--- src/rtl/led_fader.sv ---
// Four-channel LED fader: accepts a 4-bit target pattern and ramps each LED's
// PWM brightness toward fully on or fully off in saturating steps.
module led_fader #(
  parameter int unsigned PRESCALE = 390,
  parameter int unsigned STEP     = 16,
  parameter int unsigned FADE_DIV = 4
) (
  input  logic       clk,
  input  logic       rst,
  input  logic [3:0] in_bits,
  input  logic       in_valid,
  output logic       in_ready,
  output logic [3:0] leds
);

  localparam int unsigned N_LEDS = 4;
  localparam int unsigned BR_W   = 8;
  localparam int unsigned SUM_W  = BR_W + 1;
  localparam int unsigned PRE_W  = (PRESCALE > 1) ? $clog2(PRESCALE) : 1;
  localparam int unsigned FD_W   = (FADE_DIV > 1) ? $clog2(FADE_DIV) : 1;

  localparam logic [PRE_W-1:0] PRE_LAST = PRE_W'(PRESCALE - 1);
  localparam logic [FD_W-1:0]  FD_LAST  = FD_W'(FADE_DIV - 1);
  localparam logic [BR_W-1:0]  BR_MAX   = BR_W'(255);
  localparam logic [SUM_W-1:0] STEP_EXT = SUM_W'(STEP);

  typedef enum logic [0:0] {
    ST_IDLE = 1'b0,
    ST_FADE = 1'b1
  } state_e;

  state_e                        state_q, state_d;
  logic [PRE_W-1:0]              pre_cnt_q, pre_cnt_d;
  logic [BR_W-1:0]               pwm_cnt_q, pwm_cnt_d;
  logic [FD_W-1:0]               fade_div_cnt_q, fade_div_cnt_d;
  logic [N_LEDS-1:0][BR_W-1:0]   bright_q, bright_d;
  logic [N_LEDS-1:0]             tgt_q, tgt_d;
  logic [N_LEDS-1:0]             leds_q, leds_d;
  logic                          in_ready_q, in_ready_d;

  logic                          tick;
  logic                          period_end;
  logic                          at_target;
  logic [N_LEDS-1:0][SUM_W-1:0]  sum_up;
  logic [N_LEDS-1:0][SUM_W-1:0]  sum_dn;
  logic [N_LEDS-1:0][BR_W-1:0]   bright_step;

  // Free-running prescaler and PWM phase counter
  always_comb begin
    tick       = (pre_cnt_q == PRE_LAST);
    period_end = tick && (pwm_cnt_q == BR_MAX);
    pre_cnt_d  = tick ? '0 : pre_cnt_q + PRE_W'(1);
    pwm_cnt_d  = tick ? pwm_cnt_q + BR_W'(1) : pwm_cnt_q;
  end

  // Saturating next brightness per LED and endpoint detection
  always_comb begin
    at_target = 1'b1;
    for (int i = 0; i < int'(N_LEDS); i++) begin
      sum_up[i] = {1'b0, bright_q[i]} + STEP_EXT;
      sum_dn[i] = {1'b0, bright_q[i]} - STEP_EXT;
      if (tgt_q[i]) begin
        bright_step[i] = sum_up[i][BR_W] ? BR_MAX : sum_up[i][BR_W-1:0];
      end else begin
        bright_step[i] = sum_dn[i][BR_W] ? '0 : sum_dn[i][BR_W-1:0];
      end
      if (bright_q[i] != (tgt_q[i] ? BR_MAX : '0)) begin
        at_target = 1'b0;
      end
    end
  end

  // Control FSM: capture in IDLE, step brightness in FADE until all LEDs settle
  always_comb begin
    state_d        = state_q;
    tgt_d          = tgt_q;
    fade_div_cnt_d = fade_div_cnt_q;
    bright_d       = bright_q;
    case (state_q)
      ST_IDLE: begin
        if (in_valid && in_ready_q) begin
          state_d        = ST_FADE;
          tgt_d          = in_bits;
          fade_div_cnt_d = '0;
        end
      end
      ST_FADE: begin
        if (period_end) begin
          if (fade_div_cnt_q == FD_LAST) begin
            fade_div_cnt_d = '0;
            bright_d       = bright_step;
          end else begin
            fade_div_cnt_d = fade_div_cnt_q + FD_W'(1);
          end
        end
        if (at_target) begin
          state_d = ST_IDLE;
        end
      end
      default: begin
        state_d = ST_IDLE;
      end
    endcase
    in_ready_d = (state_d == ST_IDLE);
  end

  // Full brightness is forced solid because an 8-bit compare tops out at 255/256
  always_comb begin
    leds_d = '0;
    for (int i = 0; i < int'(N_LEDS); i++) begin
      leds_d[i] = (bright_q[i] == BR_MAX) || (pwm_cnt_q < bright_q[i]);
    end
  end

  always_ff @(posedge clk or posedge rst) begin
    if (rst) begin
      state_q        <= ST_IDLE;
      pre_cnt_q      <= '0;
      pwm_cnt_q      <= '0;
      fade_div_cnt_q <= '0;
      bright_q       <= '0;
      tgt_q          <= '0;
      leds_q         <= '0;
      in_ready_q     <= 1'b0;
    end else begin
      state_q        <= state_d;
      pre_cnt_q      <= pre_cnt_d;
      pwm_cnt_q      <= pwm_cnt_d;
      fade_div_cnt_q <= fade_div_cnt_d;
      bright_q       <= bright_d;
      tgt_q          <= tgt_d;
      leds_q         <= leds_d;
      in_ready_q     <= in_ready_d;
    end
  end

  assign in_ready = in_ready_q;
  assign leds     = leds_q;

endmodule
--- config.mk ---
export PLATFORM = sky130hd
export DESIGN_NAME = led_fader
export DESIGN_NICKNAME = d
export VERILOG_FILES = /design/src/rtl/led_fader.sv
export SDC_FILE = /design/constraint.sdc
export NUM_CORES = 1
export LEC_CHECK = 0
export BUFFER_PORTS_ARGS = -buffer_cell sky130_fd_sc_hd__buf_2
export CORE_ASPECT_RATIO = 1.4
export CORE_MARGIN = 1
export CORE_UTILIZATION = 67
export CTS_CLUSTER_SIZE = 28
export DETAILED_ROUTE_END_ITERATION = 10
export GPL_ROUTABILITY_DRIVEN = 1
export GPL_TIMING_DRIVEN = 0
export PLACE_DENSITY_LB_ADDON = 0.12
export SLEW_MARGIN = 0
export SYNTH_ARGS = -nofsm -noshare
export SYNTH_HDL_FRONTEND = slang
export SYNTH_SLANG_ARGS = --single-unit
--- constraint.sdc ---
create_clock -name clk -period 5.2 [get_ports clk]
set_clock_uncertainty 0.05 [all_clocks]
set_input_delay 0.78 -clock clk [delete_from_list [all_inputs] [get_ports clk]]
set_output_delay 0.78 -clock clk [all_outputs]
set_load 0.1 [all_outputs]
## Word-level counts from Yosys, hierarchy flattened

Cells that the tools add are included.
Widths: inputs -> output; s select.

| storage, ports and cells | value |
|---|---|
| flip-flop bits (word level) | 61 |
| bits in latches | 0 |
| bits in writable memories | 0 |
| ROM bits | 0 |
| input port bits | 7 |
| output and inout bits | 5 |
| logic and storage cells | 78 |
| memories | 0 |

| operators by class | value |
|---|---|
| add/subtract/negate cells | 11 |
| multiply operators | 0 |
| divide/modulo/power cells | 0 |
| order comparisons | 4 |
| equal/unequal tests | 13 |
| shift operators | 0 |
| muxes and demuxes | 28 |
| bitwise logic cells | 2 |
| reductions and logical operators | 9 |

Operator list:

| operator | count |
|---|---|
| $mux 8 | 16 |
| $eq 8x8->1 const B | 5 |
| $add 8x5->9 const B | 4 |
| $sub 8x5->9 const B | 4 |
| $lt 8x8->1 | 4 |
| $ne 8x8->1 | 4 |
| $add 9x1->9 const B | 1 |
| $eq 9x9->1 const B | 1 |
| $mux 9 | 1 |
| $add 8x1->8 const B | 1 |
| $mux 1 | 6 |
| $mux 2 | 3 |
| $logic_or 1x1->1 | 4 |
| $pmux 2 s2 | 1 |
| $reduce_and 2->1 | 2 |
| $reduce_and 3->1 | 1 |
| $add 2x1->2 const B | 1 |
| $eq 2x2->1 const B | 1 |
| $logic_and 1x1->1 | 2 |
| $ne 2x1->1 const B | 1 |
| $ne 2x2->1 const B | 1 |
| $not 1->1 | 2 |
| $pmux 1 s2 | 1 |

## Depth between registers and ports, before layout

| depth | value |
|---|---|
| word-level depth | 9 |
| gate-level depth with buffers | 8 |
| depth with buffers taken out | 7 |

## Worst setup path after synthesis

No wires, ideal clock.

| timing path | value |
|---|---|
| path kind | register -> register |
| start point | register pwm_cnt_q[1] |
| end point | register bright_q[20] in the netlist's numbering |
| setup time | 0.124 ns |
| arrival | 1.610 ns |
| required time | 5.026 ns |
| slack | 3.416 ns |
| cell stages (with the launch flop) | 7 |
| buffers on the path | 1 |
| period minus slack after synthesis | 1.784 ns |
| cell sequence | dfrtp_1 > ha_1 > and4_1 > and4_1 > nand2_2 > buf_6 > a211o_1 |

| between the ends | value |
|---|---|
| word-level cells in the longest chain between the ends | 3 |

Ends and longest elaborated chain:

| element | RTL line | RTL |
|---|---|---|
| from (decl) | 34 | `logic [BR_W-1:0] pwm_cnt_q, pwm_cnt_d;` |
| from (signal assigned) | 128 | `pwm_cnt_q <= pwm_cnt_d;` |
| $eq 8x8->1 | 51 | `period_end = tick && (pwm_cnt_q == BR_MAX);` |
| $logic_and 1x1->1 | 51 |  |
| $reduce_and 3->1 (no source line) | n/a |  |
| to (signal assigned) | 130 | `bright_q <= bright_d;` |
| to (decl) | 36 | `logic [N_LEDS-1:0][BR_W-1:0] bright_q, bright_d;` |

Every way passes these cells.
A chain may end at the register's enable or synchronous reset.

## Final worst setup path

| timing path | value |
|---|---|
| start point | register pwm_cnt_q[1] |
| end point | register bright_q[18] in the netlist's numbering |

Same word-level chain as after synthesis.

==> impl_metrics.tcl <==
set metrics [dict create \
    synth_top_family_by_area "simple AND/OR/NAND/NOR gates" \
    antenna_found_initial 0 \
    setup_tns_ns 0 \
    clkPwrFrac_pct 26.9 \
    synth_cell_types 48 \
    yosysTopAreaCell "dfrtp_1" \
    grt-ovfl-total 0 \
    cts_tree "done" \
    r2r_slack_ns 3.04 \
    synth_area_um2 3370 \
    synth-adder-area-share_pct 14.9 \
    die_w_um 61.9 \
    p_switching_uw 304 \
    finalWeightedCongestion 0.927 \
    setup-violations-final 0 \
    grt_pass1_vias 2755 \
    die_h_um 85.9 \
    crit_path_start "pwm_cnt_q[1]$_DFFE_PP0N_" \
    viasPerCell 6.39 \
    synthMuxAreaShare_pct 1.67 \
    synth_edf_count 0 \
    power.internal_uw 602 \
    wl_per_cell_um 16.2 \
    cellPowerDensity_nw_per_um2 250 \
    num_rows 30 \
    fin_crit_sh_pct 41.6 \
    power_uw 906 \
    fin_nets 437 \
    syn_inst 371 \
    drv_slew 0 \
    rsz0062_at_grt "no" \
    finalHoldViolCount 0 \
    ir_drop_uv 208 \
    yosysTopAreaCellShare_pct 36.4 \
    max_slew_margin_pct 67.7 \
    cts_sinks 49 \
    grt_max_degree 33 \
    area_growth_pct 7.58 \
    io_pins 12 \
    arrival_ns 2.30 \
    cts-hold-fix-buffers 0 \
    seq_power_share_pct 47.5 \
    yosysWarnings 0 \
    r2r-start "pwm_cnt_q[1]$_DFFE_PP0N_" \
    ant_nets 0 \
    worst_pin_slew_ns 0.488 \
    synthTopCellsByArea "dfrtp_1 36%, ha_1 15%, o21ai_0 4.0%, nand2_1 3.6%, nor2_1 3.0%" \
    synth_seq_cells 49 \
    num_vias 2908 \
    drv_cap 0 \
    synth_simple_gate_area_share_pct 21.0 \
    drive_gt1_share_pct 10.7 \
    seq_area_frac_synth_pct 36.4 \
    htree_levels 2 \
    outcome "finished clean" \
    synth_compound_area_share_pct 17.6 \
    drc_errors 0 \
    synthXorXnorAreaFrac_pct 3.64 \
    synthFlopType "dfrtp_1" \
    grt_use_total_pct 30.7 \
    insertion_delay_ns 0.31 \
    drt_wl_total_um 7370 \
    period_needed_ns 2.16 \
    die_area_um2 5320 \
    dp_hpwl_um 5470 \
    core_um2 4840 \
    start_util_pct 69.6 \
    crit_path_max_fanout 10 \
    path_class "reg -> reg" \
    fmax_mhz 463 \
    p_leak_nw 1.74 \
    start_kind "register" \
    cts_setup_buffers 0 \
    antennaDiodeCount 0 \
    post_cts_resized 0 \
    cp.required_ns 5.34 \
    grt_pass1_wl_um 12200 \
    numCtsBuffers 5 \
    p_comb_share_pct 25.6 \
    drt_pass1_iterations 6 \
    synth_nets 418 \
    syn_area_per_cell_um2 9.08 \
    critical_path.endpoint_type "register" \
    hold_path.class "in -> async" \
    clk_pin_slew_ns 0.09 \
    synth-async-reset-ratio_pct 100 \
    swShare_pct 33.6 \
    drtIter0Drc 178 \
    cts_root_buf "clkbuf_8" \
    port_buffers 11 \
    clockBufferDepth 2 \
]
state kept, by name (all words and copies together) (netlist names):
signal / count
state_q: 1
in_ready: 1
tgt_q: 4
leds: 4
bright_q: 20
fade_div_cnt_q: 2
pre_cnt_q: 9
pwm_cnt_q: 8
power groups by stage:
stage	Sequential, mW	Clock [mW]	Combinational [mW]
3_3_place_gp	0.436	0	0.220
5_1_grt	0.434	0.265	0.256
6_report	0.431	0.243	0.232
4_1_cts	0.429	0.251	0.229
3_5_place_dp	0.437	0	0.229
2_1_floorplan	0.460	0	0.155
cells by family after synthesis:
| logic type | after synthesis |
|---|---|
| buffers and inverters | 37 |
| XOR/XNOR | 14 |
| adder cells (fa/ha/maj) | 40 |
| flip-flops | 49 |
| multiplexers | 5 |
| AND/OR/NAND/NOR | 134 |
| AO/OA/AOI/OAI | 92 |
path summary, 6_finish.rpt:
check	endpoint	cells after the start
max in group asynchronous	bright_q[22]$_DFFE_PP0P_	3
min	pre_cnt_q[6]$_DFF_PP0_	2
max	bright_q[18]$_DFFE_PP0P_	7
min reg2reg	pre_cnt_q[0]$_DFF_PP0_	1
min in group clk	pre_cnt_q[0]$_DFF_PP0_	1
max reg2reg	bright_q[18]$_DFFE_PP0P_	7
layout by cell type (no fill, tap or decap), types with 2 or more instances in the layout:
master,synthesis,final
inv_1,25,24
nand4_1,13,13
clkbuf_1,6,6
nand2b_1,4,4
and4_1,4,4
mux2_2,5,5
clkbuf_8,0,6
a21o_1,12,12
a21oi_1,18,18
xnor2_1,9,9
nand2_1,32,32
and3_1,6,6
a211o_1,3,3
o32ai_1,2,2
nand3_1,16,16
and2_1,3,3
nor2_1,27,27
o221ai_1,2,2
o22ai_1,3,3
nor3_1,10,10
dfrtp_1,49,49
nor2b_1,3,3
nor4_1,4,4
xor2_1,5,5
a22oi_1,3,3
o31ai_1,9,9
a211oi_1,7,7
o21ai_0,27,27
buf_6,3,3
ha_1,40,40
buf_2,3,14
per-stage QoR:
stage / hold slack [ns] / worst slack, ns / instances / instance area (µm²) / util, %
2_1_floorplan: 0.414 / 3.20 / 371 / 3370 / -
6_report: 0.400 / 3.04 / 455 / 3620 / 74.8
3_5_place_dp: 0.456 / 3.08 / 447 / 3520 / 72.8
5_1_grt: 0.435 / 2.94 / 455 / 3620 / 74.8
4_1_cts: 0.404 / 3.06 / 455 / 3620 / 74.8
3_3_place_gp: 0.439 / 2.58 / 446 / 3500 / 72.4
cell type report:
cell class / count / area [µm²]
multi-input combinational: 285 / 1980
sequential: 49 / 1230
fill: 362 / 1220
inverter: 25 / 93.8
clock buffer: 6 / 82.6
tap: 64 / 80.1
timing repair buffer: 12 / 75.1
buffer: 12 / 71.3
clock inverter: 2 / 17.5
metal layers:
layer	track usage [%]	up-vias	routed length, µm
li1	-	1394	-
met1	35.7	1410	2990
met2	52.7	85	3830
met3	5.73	19	346
met4	14.3	0	199
met5	0	-	0
critical path, stage by stage, from the launching register on:
cell	delay, ns
dfrtp_1	0.53
ha_1	0.29
and4_1	0.23
and4_1	0.28
nand2_2	0.17
buf_6	0.19
nor3b_1	0.21
nor3_1	0.09
synthesized netlist by cell type (all sizes together), types with 2 or more instances:
cell    count
xor2        5
nand2      33
o32ai       2
nand4      13
a21oi      18
o221ai      2
and4        4
ha         40
xnor2       9
nor2       27
nor2b       3
o21ai      27
nand3b      2
a22oi       3
mux2        5
a211o       3
clkbuf      6
nor3       11
or3         2
inv        25
dfrtp      49
nand2b      4
a211oi      7
nor4        5
o31ai      10
and3        7
nand3      16
o22ai       3
a21o       12
buf         6
and2        3
(Power assumes the default switching activity.)
